$ cat src/rtl/spi_reg_controller.sv
// SPI mode-0 write-frame controller: serialises {write, addr[6:0], data[7:0]} MSB first.
// Optional readback capture of cipo is built when SPI_REG_CONTROLLER_READBACK_EN is defined.
module spi_reg_controller #(
  parameter int CLK_DIV  = 4,
  parameter int CS_SETUP = 4,
  parameter int CS_HOLD  = 4,
  parameter int CS_IDLE  = 4
) (
  input  logic       clk,
  input  logic       rst_n,
  input  logic       cmd_valid,
  output logic       cmd_ready,
  input  logic       cmd_write,
  input  logic [6:0] cmd_addr,
  input  logic [7:0] cmd_data,
  output logic       busy,
  output logic       done,
  output logic       nCS,
  output logic       SCLK,
  output logic       COPI
`ifdef SPI_REG_CONTROLLER_READBACK_EN
  ,
  input  logic       cipo,
  output logic [7:0] rsp_rdata
`endif
);

  localparam logic [2:0] IDLE     = 3'd0;
  localparam logic [2:0] SETUP    = 3'd1;
  localparam logic [2:0] SHIFT_LO = 3'd2;
  localparam logic [2:0] SHIFT_HI = 3'd3;
  localparam logic [2:0] HOLD     = 3'd4;
  localparam logic [2:0] GAP      = 3'd5;

  localparam int MAX_AB  = (CLK_DIV > CS_SETUP) ? CLK_DIV : CS_SETUP;
  localparam int MAX_CD  = (CS_HOLD > CS_IDLE) ? CS_HOLD : CS_IDLE;
  localparam int MAX_ALL = (MAX_AB > MAX_CD) ? MAX_AB : MAX_CD;
  localparam int CNT_W   = $clog2(MAX_ALL + 1);

  localparam logic [CNT_W-1:0] LD_SETUP = CNT_W'(CS_SETUP - 1);
  localparam logic [CNT_W-1:0] LD_HALF  = CNT_W'(CLK_DIV - 1);
  localparam logic [CNT_W-1:0] LD_HOLD  = CNT_W'(CS_HOLD - 1);
  // GAP also contains the done cycle, so CS_IDLE full cycles follow it.
  localparam logic [CNT_W-1:0] LD_GAP   = CNT_W'(CS_IDLE);

  logic [2:0]       state;
  logic [CNT_W-1:0] cnt;
  logic [3:0]       bit_cnt;
  // Bit 15 goes straight to COPI on accept, so only the remaining 15 bits are stored.
  logic [14:0]      shreg;

  assign cmd_ready = (state == IDLE);

  always_ff @(posedge clk or negedge rst_n) begin
    if (!rst_n) begin
      state   <= IDLE;
      cnt     <= '0;
      bit_cnt <= '0;
      shreg   <= '0;
      nCS     <= 1'b1;
      SCLK    <= 1'b0;
      COPI    <= 1'b0;
      done    <= 1'b0;
      busy    <= 1'b0;
    end else begin
      done <= 1'b0;
      case (state)
        IDLE: begin
          if (cmd_valid) begin
            shreg   <= {cmd_addr, cmd_data};
            COPI    <= cmd_write;
            nCS     <= 1'b0;
            busy    <= 1'b1;
            bit_cnt <= '0;
            cnt     <= LD_SETUP;
            state   <= SETUP;
          end
        end
        SETUP: begin
          if (cnt == '0) begin
            cnt   <= LD_HALF;
            state <= SHIFT_LO;
          end else begin
            cnt <= cnt - 1'b1;
          end
        end
        SHIFT_LO: begin
          if (cnt == '0) begin
            SCLK  <= 1'b1;
            cnt   <= LD_HALF;
            state <= SHIFT_HI;
          end else begin
            cnt <= cnt - 1'b1;
          end
        end
        SHIFT_HI: begin
          if (cnt == '0) begin
            SCLK    <= 1'b0;
            bit_cnt <= bit_cnt + 4'd1;
            if (bit_cnt == 4'd15) begin
              cnt   <= LD_HOLD;
              state <= HOLD;
            end else begin
              COPI  <= shreg[14];
              shreg <= {shreg[13:0], 1'b0};
              cnt   <= LD_HALF;
              state <= SHIFT_LO;
            end
          end else begin
            cnt <= cnt - 1'b1;
          end
        end
        HOLD: begin
          if (cnt == '0) begin
            nCS   <= 1'b1;
            done  <= 1'b1;
            COPI  <= 1'b0;
            cnt   <= LD_GAP;
            state <= GAP;
          end else begin
            cnt <= cnt - 1'b1;
          end
        end
        GAP: begin
          if (cnt == '0) begin
            busy  <= 1'b0;
            state <= IDLE;
          end else begin
            cnt <= cnt - 1'b1;
          end
        end
        default: begin
          nCS   <= 1'b1;
          SCLK  <= 1'b0;
          busy  <= 1'b0;
          state <= IDLE;
        end
      endcase
    end
  end

`ifdef SPI_REG_CONTROLLER_READBACK_EN
  logic [7:0] rx_shift;

  // Data bits are frame positions 8..15, i.e. bit_cnt[3] set; sampled as SCLK rises.
  always_ff @(posedge clk or negedge rst_n) begin
    if (!rst_n) begin
      rx_shift  <= '0;
      rsp_rdata <= '0;
    end else begin
      if (state == SHIFT_LO && cnt == '0 && bit_cnt[3])
        rx_shift <= {rx_shift[6:0], cipo};
      if (state == HOLD && cnt == '0)
        rsp_rdata <= rx_shift;
    end
  end
`endif

  a_sclk_idle_when_deselected: assert property (@(posedge clk) disable iff (!rst_n)
    nCS |-> !SCLK);
  a_ready_not_busy: assert property (@(posedge clk) disable iff (!rst_n)
    cmd_ready |-> !busy);

endmodule
$ cat config.mk
export PLATFORM = sky130hd
export DESIGN_NAME = spi_reg_controller
export DESIGN_NICKNAME = d
export VERILOG_FILES = /design/src/rtl/spi_reg_controller.sv
export SDC_FILE = /design/constraint.sdc
export NUM_CORES = 1
export LEC_CHECK = 0
export BUFFER_PORTS_ARGS = -buffer_cell sky130_fd_sc_hd__clkbuf_2
export CORE_MARGIN = 2
export CORE_UTILIZATION = 30
export DETAILED_ROUTE_END_ITERATION = 10
export PLACE_DENSITY_LB_ADDON = 0.25
export SLEW_MARGIN = 0
export SYNTH_ARGS = -nofsm -noshare
export SYNTH_HDL_FRONTEND = slang
export SYNTH_SLANG_ARGS = --single-unit
$ cat constraint.sdc
create_clock -name clk -period 5.44 [get_ports clk]
set_input_delay 0.816 -clock clk [delete_from_list [all_inputs] [get_ports clk]]
set_output_delay 0.816 -clock clk [all_outputs]
set_load 0.01 [all_outputs]
# After elaboration in Yosys (flattened, before gate mapping)
# Index checks and enable logic that the tools add are counted.
# totals
ff_bits	30
inputBits	19
output_inout_bits	6
elab_cells	78
# op_classes
n_addsub	2
eq_ne	14
n_mux	33
n_bitwise	3
n_reduce_logical	17
# ops
cell	n
15-bit two-way mux	3
3-bit two-way mux	11
15-bit one-hot mux with 2 select lines	1
3-bit one-hot mux with 6 select lines	1
2-bit != test (second input constant)	8
3-bit AND reduction	5
1-bit one-hot mux with 3 select lines	4
3-bit one-hot mux with 4 select lines	1
4-bit OR reduction	3
1-bit two-way mux	9
4-bit two-way mux	2
4-bit one-hot mux with 2 select lines	1
3-bit by 2-bit == test with 1-bit output (second input constant)	2
3-bit == test (second input constant)	2
3-bit logical NOT	2
6-bit AND reduction	1
5-bit AND reduction	1
4-bit by 1-bit adder with 4-bit output (second input constant)	1
4-bit == test (second input constant)	1
4-bit AND reduction	1
4-bit nonzero test	1
3-bit by 1-bit == test with 1-bit output (second input constant)	1
1-bit NOT	3
3-bit nonzero test	1
other kinds (3)	3

# Depth between registers and ports, before layout
# Gate-level depths: netlist (run 1).
# depth
ltp_word	4
ltp_mapped	7
ltp_nobuf	6

# Worst setup path before layout (run 1)
# Ideal clock, no wire load.
# synth_path
path_kind	input-to-reg
startpoint	input cmd_valid
endpoint	register shreg[10]
setup_time_ns	0.125
arrival_ns	1.937
required_ns	5.315
setup_slack_ns	3.378
path_stages	4
path_buffers	1
cell_sequence	or3b_1 > a21oi_4 > buf_12 > mux2_4
# synth_between
elab_chain_len	2
# synth_rtl
element	line	rtl
start, declared	11	input logic cmd_valid,
2-bit != test (no line)	--	
4-bit AND reduction (no line)	--	
end signal, assigned	70	shreg <= {cmd_addr, cmd_data};
end signal, assigned	105	shreg <= {shreg[13:0], 1'b0};
end, declared	50	logic [14:0] shreg;
# No other way between the ends.
# A chain may end at the register's enable or synchronous reset.

# Worst setup path in the final report (run 1)
# layout_path
startpoint	register state[1]
endpoint	register bit_cnt[2]
# layout_between
elab_chain_len	3
word_cells_on_any_way	7
cone_classes	eq/ne (3); mux (1); reduce/logical (3)
# layout_rtl
element	line	rtl
start, declared	46	logic [2:0] state;
start signal, assigned	56	state <= IDLE;
start signal, assigned	76	state <= SETUP;
start signal, assigned	82	state <= SHIFT_LO;
3-bit by 2-bit == test with 1-bit output / 3-bit logical NOT (equally long branches)	67	case (state)
2-bit != test (no line) / 2-bit nonzero test (equally long branches)	--	
3-bit AND reduction (no line)	--	
end signal, assigned	99	bit_cnt <= bit_cnt + 4'd1;
end, declared	48	logic [3:0] bit_cnt;
# Several ways; a longest one is shown, not always the timed one.

==> flow_summary.toml, run 1 <==
[logic_synthesis]
ys.flop_type = "dfrtp_1"
synthTopCellsByCount = "dfrtp_1, mux2_2, a21oi_1, o21ai_0"
synthSimpleGateAreaFrac = 0.110
post-synth-top-count-cell = "dfrtp_1"
synthArstFlopShare = 1.00
synth_edf_count = 0
synth.net_count = 172
syn-mean-instance-area_um2 = 11.1
syn_inst = 150
ys_warn_count = 0
synth_top_family_by_area = "multiplexers"
yosysTopAreaCellShare = 0.436
synth_top_area_cell = "dfrtp_1"
synthAdderAreaFrac = 0.0226
synth_xor_area_frac = 0
ys_ff_latch = 30
synthMuxAreaShare = 0.236
yosys-top-cells-area = "dfrtp_1, mux2_2, mux2_4, a21oi_1, o21ai_0"
synth_compound_area_frac = 0.128
synth_area_um2 = 1660
ys_types = 40
ys_seq_area_frac = 0.452

[placed_design]
hpwlAfterDp_mm = 2.23
gp_congestion = 0.776
place_ws_ps = 2960
placed_cell_area_um2 = 1820
io_buffers = 24

[floorplanning]
ios = 25
rows = 27
die_area_um2 = 6150
coreArea_um2 = 5440
die_h_um = 78.5
die_x_um = 78.5
start_util = 0.306

[drt]
drtIter0Drc = 53
drt-pass1-iter-count = 4
viasPerCell = 4.76
drc = 0
drtAntennaViolNets = 0
routedWlPerCell_um = 13.1
via_count = 1166
routed_wl_mm = 3.20

[global_routing]
track_usage = 0.113
grt_pass1_vias = 1179
grt.busiest_layer = "met2"
overflow = 0
grtUsageMet2 = 0.167
grt_pass1_wl_mm = 5.40
met3_usage = 0.0356
antenna_found_initial = 0
grt_util_met1 = 0.150
grt_start_max_net_pins = 31

[timing]
setup_tns_ps = 0
drv_slew = 0
setup_violations = 0
finalHoldViolations = 0
worstMarginPinSlew_ps = 913
period_share = 0.433
slew_headroom = 0.389
layout_setup_ws_ps = 3090
rsz0062_at_grt = "no"
period_minus_slack_ps = 2350
fmaxAchievable_ghz = 0.425
clock_skew_ps = 7.84

[pwr]
p_per_area_nw_per_um2 = 594
worst_ir_drop_vdd_mv = 0.240
leakagePower_uw = 0.000845

[worst_hold_path]
hold_depth = 1
holdCritStartpoint = "cnt[1]"
hold_class = "reg -> reg"
min_to = "cnt[1]"

[job]
maxCapViolations = 0

[cells_and_area]
drive_gt1_frac = 0.376
nNetsFinal = 195
area_growth_pct = 14.1
n_antenna_cell = 0
final_cell_area_um2 = 1900

[cts]
holdBufCountCts = 0
clk_pin_slew_worst_paths_ps = 60
cts_tree = "built"
cts.sinks = 30
cts_root_buf = "clkbuf_8"
ctsLongestPathBuffers = 2
post_cts_buffers = 0
insertion_delay_ps = 290
numCtsBuffers = 5
cts_resized = 0
htree_levels = 2

[worst_setup_path]
startpoint_type = "register"
worstPathArrival_ps = 2560
rr_startpoint = "state[1]"
cp.required_ps = 5640
reg2regPathDepth = 3
critPathMaxFanout = 21
regToRegEndpoint = "bit_cnt[2]"
reg2reg_slack_ps = 3090
endpoint_kind = "register"
path_class = "reg -> reg"

[outcome]
outcome = "finished, final reports clean"
==> cell type report <==
| class | instances | area [um^2] |
|---|---|---|
| fill | 553 | 3540 |
| tap | 72 | 90.1 |
| clock inverter | 2 | 10.0 |
| multi-input combinational | 104 | 826 |
| sequential | 30 | 752 |
| clock buffer | 5 | 68.8 |
| inverter | 8 | 30.0 |
| timing repair buffer | 24 | 120 |
==> sequential cells by signal, summed over array words and instances (netlist names) <==
name and flops:
state 3, nCS 1, done 1, COPI 1
SCLK 1, busy 1, shreg 15, bit_cnt 4
cnt 3
==> cell usage in the layout, fill, tap and decap left out, types with 2 or more instances in the layout <==
| cell | synthesis | layout |
|---|---|---|
| dfrtp_1 | 29 | 29 |
| clkbuf_2 | 0 | 24 |
| mux2_2 | 20 | 20 |
| a21oi_1 | 11 | 11 |
| o21ai_0 | 11 | 11 |
| nor2_1 | 9 | 9 |
| mux2_4 | 9 | 9 |
| inv_1 | 7 | 7 |
| nand2_1 | 7 | 7 |
| nor3_1 | 5 | 5 |
| clkbuf_8 | 0 | 5 |
| nand3_1 | 4 | 4 |
| ha_1 | 3 | 3 |
| nand2b_1 | 2 | 2 |
| a211o_1 | 2 | 2 |
| clkinv_2 | 0 | 2 |
==> critical path, stage by stage (launching register included) <==
cell and delay [ps]:
dfrtp_1 680, nand3b_1 760, or3b_2 700, o21ai_0 140
==> power by group <==
group          internal [uW]  switching, uW  leakage, uW
logic                    307            233     0.000444
clock network           85.5           82.0    0.0000438
registers                329           90.6     0.000358
total                    722            406     0.000845
==> cell families (layout without fill, tap and decap cells) <==
logic type               Yosys count  after routing
AO/OA/AOI/OAI                     34             34
AND/OR/NAND/NOR                   36             36
buffers and inverters             16             39
adder cells (fa/ha/maj)            3              3
multiplexers                      31             31
flip-flops                        30             30
==> how the worst max path moves through the flow <==
stage                         start    endpoint  slack, ps  cells after the start
final                      state[1]  bit_cnt[2]       3090                      3
after global routing       state[1]  bit_cnt[2]       2790                      3
after CTS                  state[1]  bit_cnt[2]       3020                      3
after detailed placement  cmd_valid    shreg[2]       2960                      4
after global placement    cmd_valid    shreg[5]       2980                      4
after floorplan           cmd_valid   shreg[10]       3380                      4
==> per-stage QoR <==
step	std cells	hold WS (ps)	total power, uW	util
2_1_floorplan	150	459	880	-
3_3_place_gp	238	484	965	0.334
3_5_place_dp	238	488	973	0.334
4_1_cts	245	507	1140	0.349
5_1_grt	245	523	1220	0.349
6_report	245	507	1130	0.349
==> metal layers <==
layer	part of all wire	vias to the layer above
li1	-	582
met1	0.49	552
met2	0.44	27
met3	0.054	5
met4	0.012	0
met5	0	-
Note: power is estimated with default switching activity, not from simulation.
==> run 2, diff against run 1 <==
==> constraint.sdc (replaced) <==
create_clock -name clk -period 2 [get_ports clk]
set_input_delay 0.3 -clock clk [delete_from_list [all_inputs] [get_ports clk]]
set_output_delay 0.3 -clock clk [all_outputs]
set_load 0.01 [all_outputs]
==> run 2 against run 1 <==
Clock power grew to 2.7 times the previous value. Global-route usage is 0.71 points higher. Combinational power grew to 3.1 times the previous value. Sequential share of layout area down 2.1 points. Flip-flop and latch count stayed put. Register-to-register slack got worse by 3000 ps. Critical path type unchanged.
==> flow_summary.toml, run 2 (same netlist as run 1, synthesis figures left out) <==
[outcome]
outcome = "finished, final reports clean"

[worst_setup_path]
worstPathArrival_ps = 2050
reg2regPathDepth = 7
endpoint_kind = "register"
rr_startpoint = "cnt[0]"
reg2reg_slack_ps = 120
regToRegEndpoint = "shreg[1]"
cp-startpoint = "cnt[0]"
endpoint = "shreg[1]"
startpoint_type = "register"
critPathMaxFanout = 15
cp.required_ps = 2170
path_class = "reg -> reg"

[cells_and_area]
layout_common_cells = "dfrtp_1, clkbuf_2, mux2_2, a21oi_1, o21ai_0"
nNetsFinal = 205
top_register = "shreg"
final_cell_area_um2 = 2000
drive_gt1_frac = 0.408
mostFrequentLayoutCell = "dfrtp_1"
largestRegisters = "shreg x15, bit_cnt x4"
largest_reg_flops = 15
n_antenna_cell = 0
fillers = 571
area_growth_pct = 20.3

[global_routing]
grt_start_max_net_pins = 31
antenna_found_initial = 0
grt_pass1_wl_mm = 5.78
overflow = 0
grt_pass1_vias = 1261
track_usage = 0.120

[floorplanning]
rows = 27
start_util = 0.306
die_h_um = 78.5
ios = 25
coreArea_um2 = 5440
die_x_um = 78.5
die_area_um2 = 6150

[drt]
viasPerCell = 4.78
drt-pass1-iter-count = 4
routed_wl_mm = 3.35
routedWlPerCell_um = 13.1
drc = 0
via_count = 1224
drtIter0Drc = 48
drtAntennaViolNets = 0

[timing]
whs_ps = 80.2
worstMarginPinSlew_ps = 754
setup_violations = 0
setup_tns_ps = 0
period_minus_slack_ps = 1880
period_share = 0.941
finalHoldViolations = 0
drv_slew = 0
rsz0062_at_grt = "no"
slew_headroom = 0.497
fmaxAchievable_ghz = 0.532
clock_skew_ps = 6.58

[placed_design]
io_buffers = 24
hpwlAfterDp_mm = 2.36
gp_congestion = 0.839
placed_cell_area_um2 = 1920

[cts]
cts_resized = 0
ctsLongestPathBuffers = 2
post_cts_buffers = 0
cts_tree = "built"
cts_root_buf = "clkbuf_8"
clk_pin_slew_worst_paths_ps = 60
cts.sinks = 30
insertion_delay_ps = 280
numCtsBuffers = 5
htree_levels = 2
holdBufCountCts = 0

[pwr]
p_per_area_nw_per_um2 = 1630
worst_ir_drop_vdd_mv = 0.686
leakagePower_uw = 0.000902

[job]
maxCapViolations = 0

[worst_hold_path]
hold_class = "in -> async"
## run 2: changes by cell type in the layout (fill, tap and decap cells not counted)
cell	previous run	this run
buf_4	0	8
buf_12	0	2
clkbuf_1	0	1
## run 2: final cells by class
type	count	area (um^2)	share of cell area
Tap cell	72	90.1	0.0450
Clock buffer	6	72.6	0.0363
Sequential cell	30	752	0.376
Inverter	8	30.0	0.0150
Clock inverter	2	10.0	0.00500
Timing Repair Buffer	34	220	0.110
Multi-Input combinational cell	104	826	0.413
## run 2: metrics by stage
stage	instances	setup WS, ps	utilization	power, uW
3_3_place_gp	248	156	0.353	2820
6_report	256	119	0.368	3270
4_1_cts	256	140	0.368	3320
3_5_place_dp	248	153	0.353	2830
2_1_floorplan	150	148	-	2390
5_1_grt	256	9.96	0.368	3530
## run 2: critical path, stage by stage (launching register included)
cell      delay, ps
dfrtp_1         400
inv_1            80
ha_1            240
nand4b_1        140
nand2b_1        210
a21oi_4         180
buf_12          180
mux2_2          340
## run 2: routing by layer
metal  wire length (um)  vias to the layer above  global-route usage
met5                  0                        -                   0
met2               1520                       22               0.188
met4                 31                        0              0.0421
met3                149                        5              0.0345
li1                   -                      600                   -
met1               1650                      597               0.158
## run 2: how the worst min path moves through the flow
stage,cells after the start,endpoint,startpoint
3_3_place_gp,1,done,rst_n
6_report,1,done,rst_n
5_1_grt,1,shreg[4],rst_n
4_1_cts,1,done,rst_n
2_1_floorplan,0,COPI,rst_n
3_5_place_dp,1,done,rst_n
## run 2: report_power, final
part | switching (uW) | internal, uW
clock | 219 | 240
sequential | 211 | 896
combinational | 711 | 990
total | 1140 | 2130
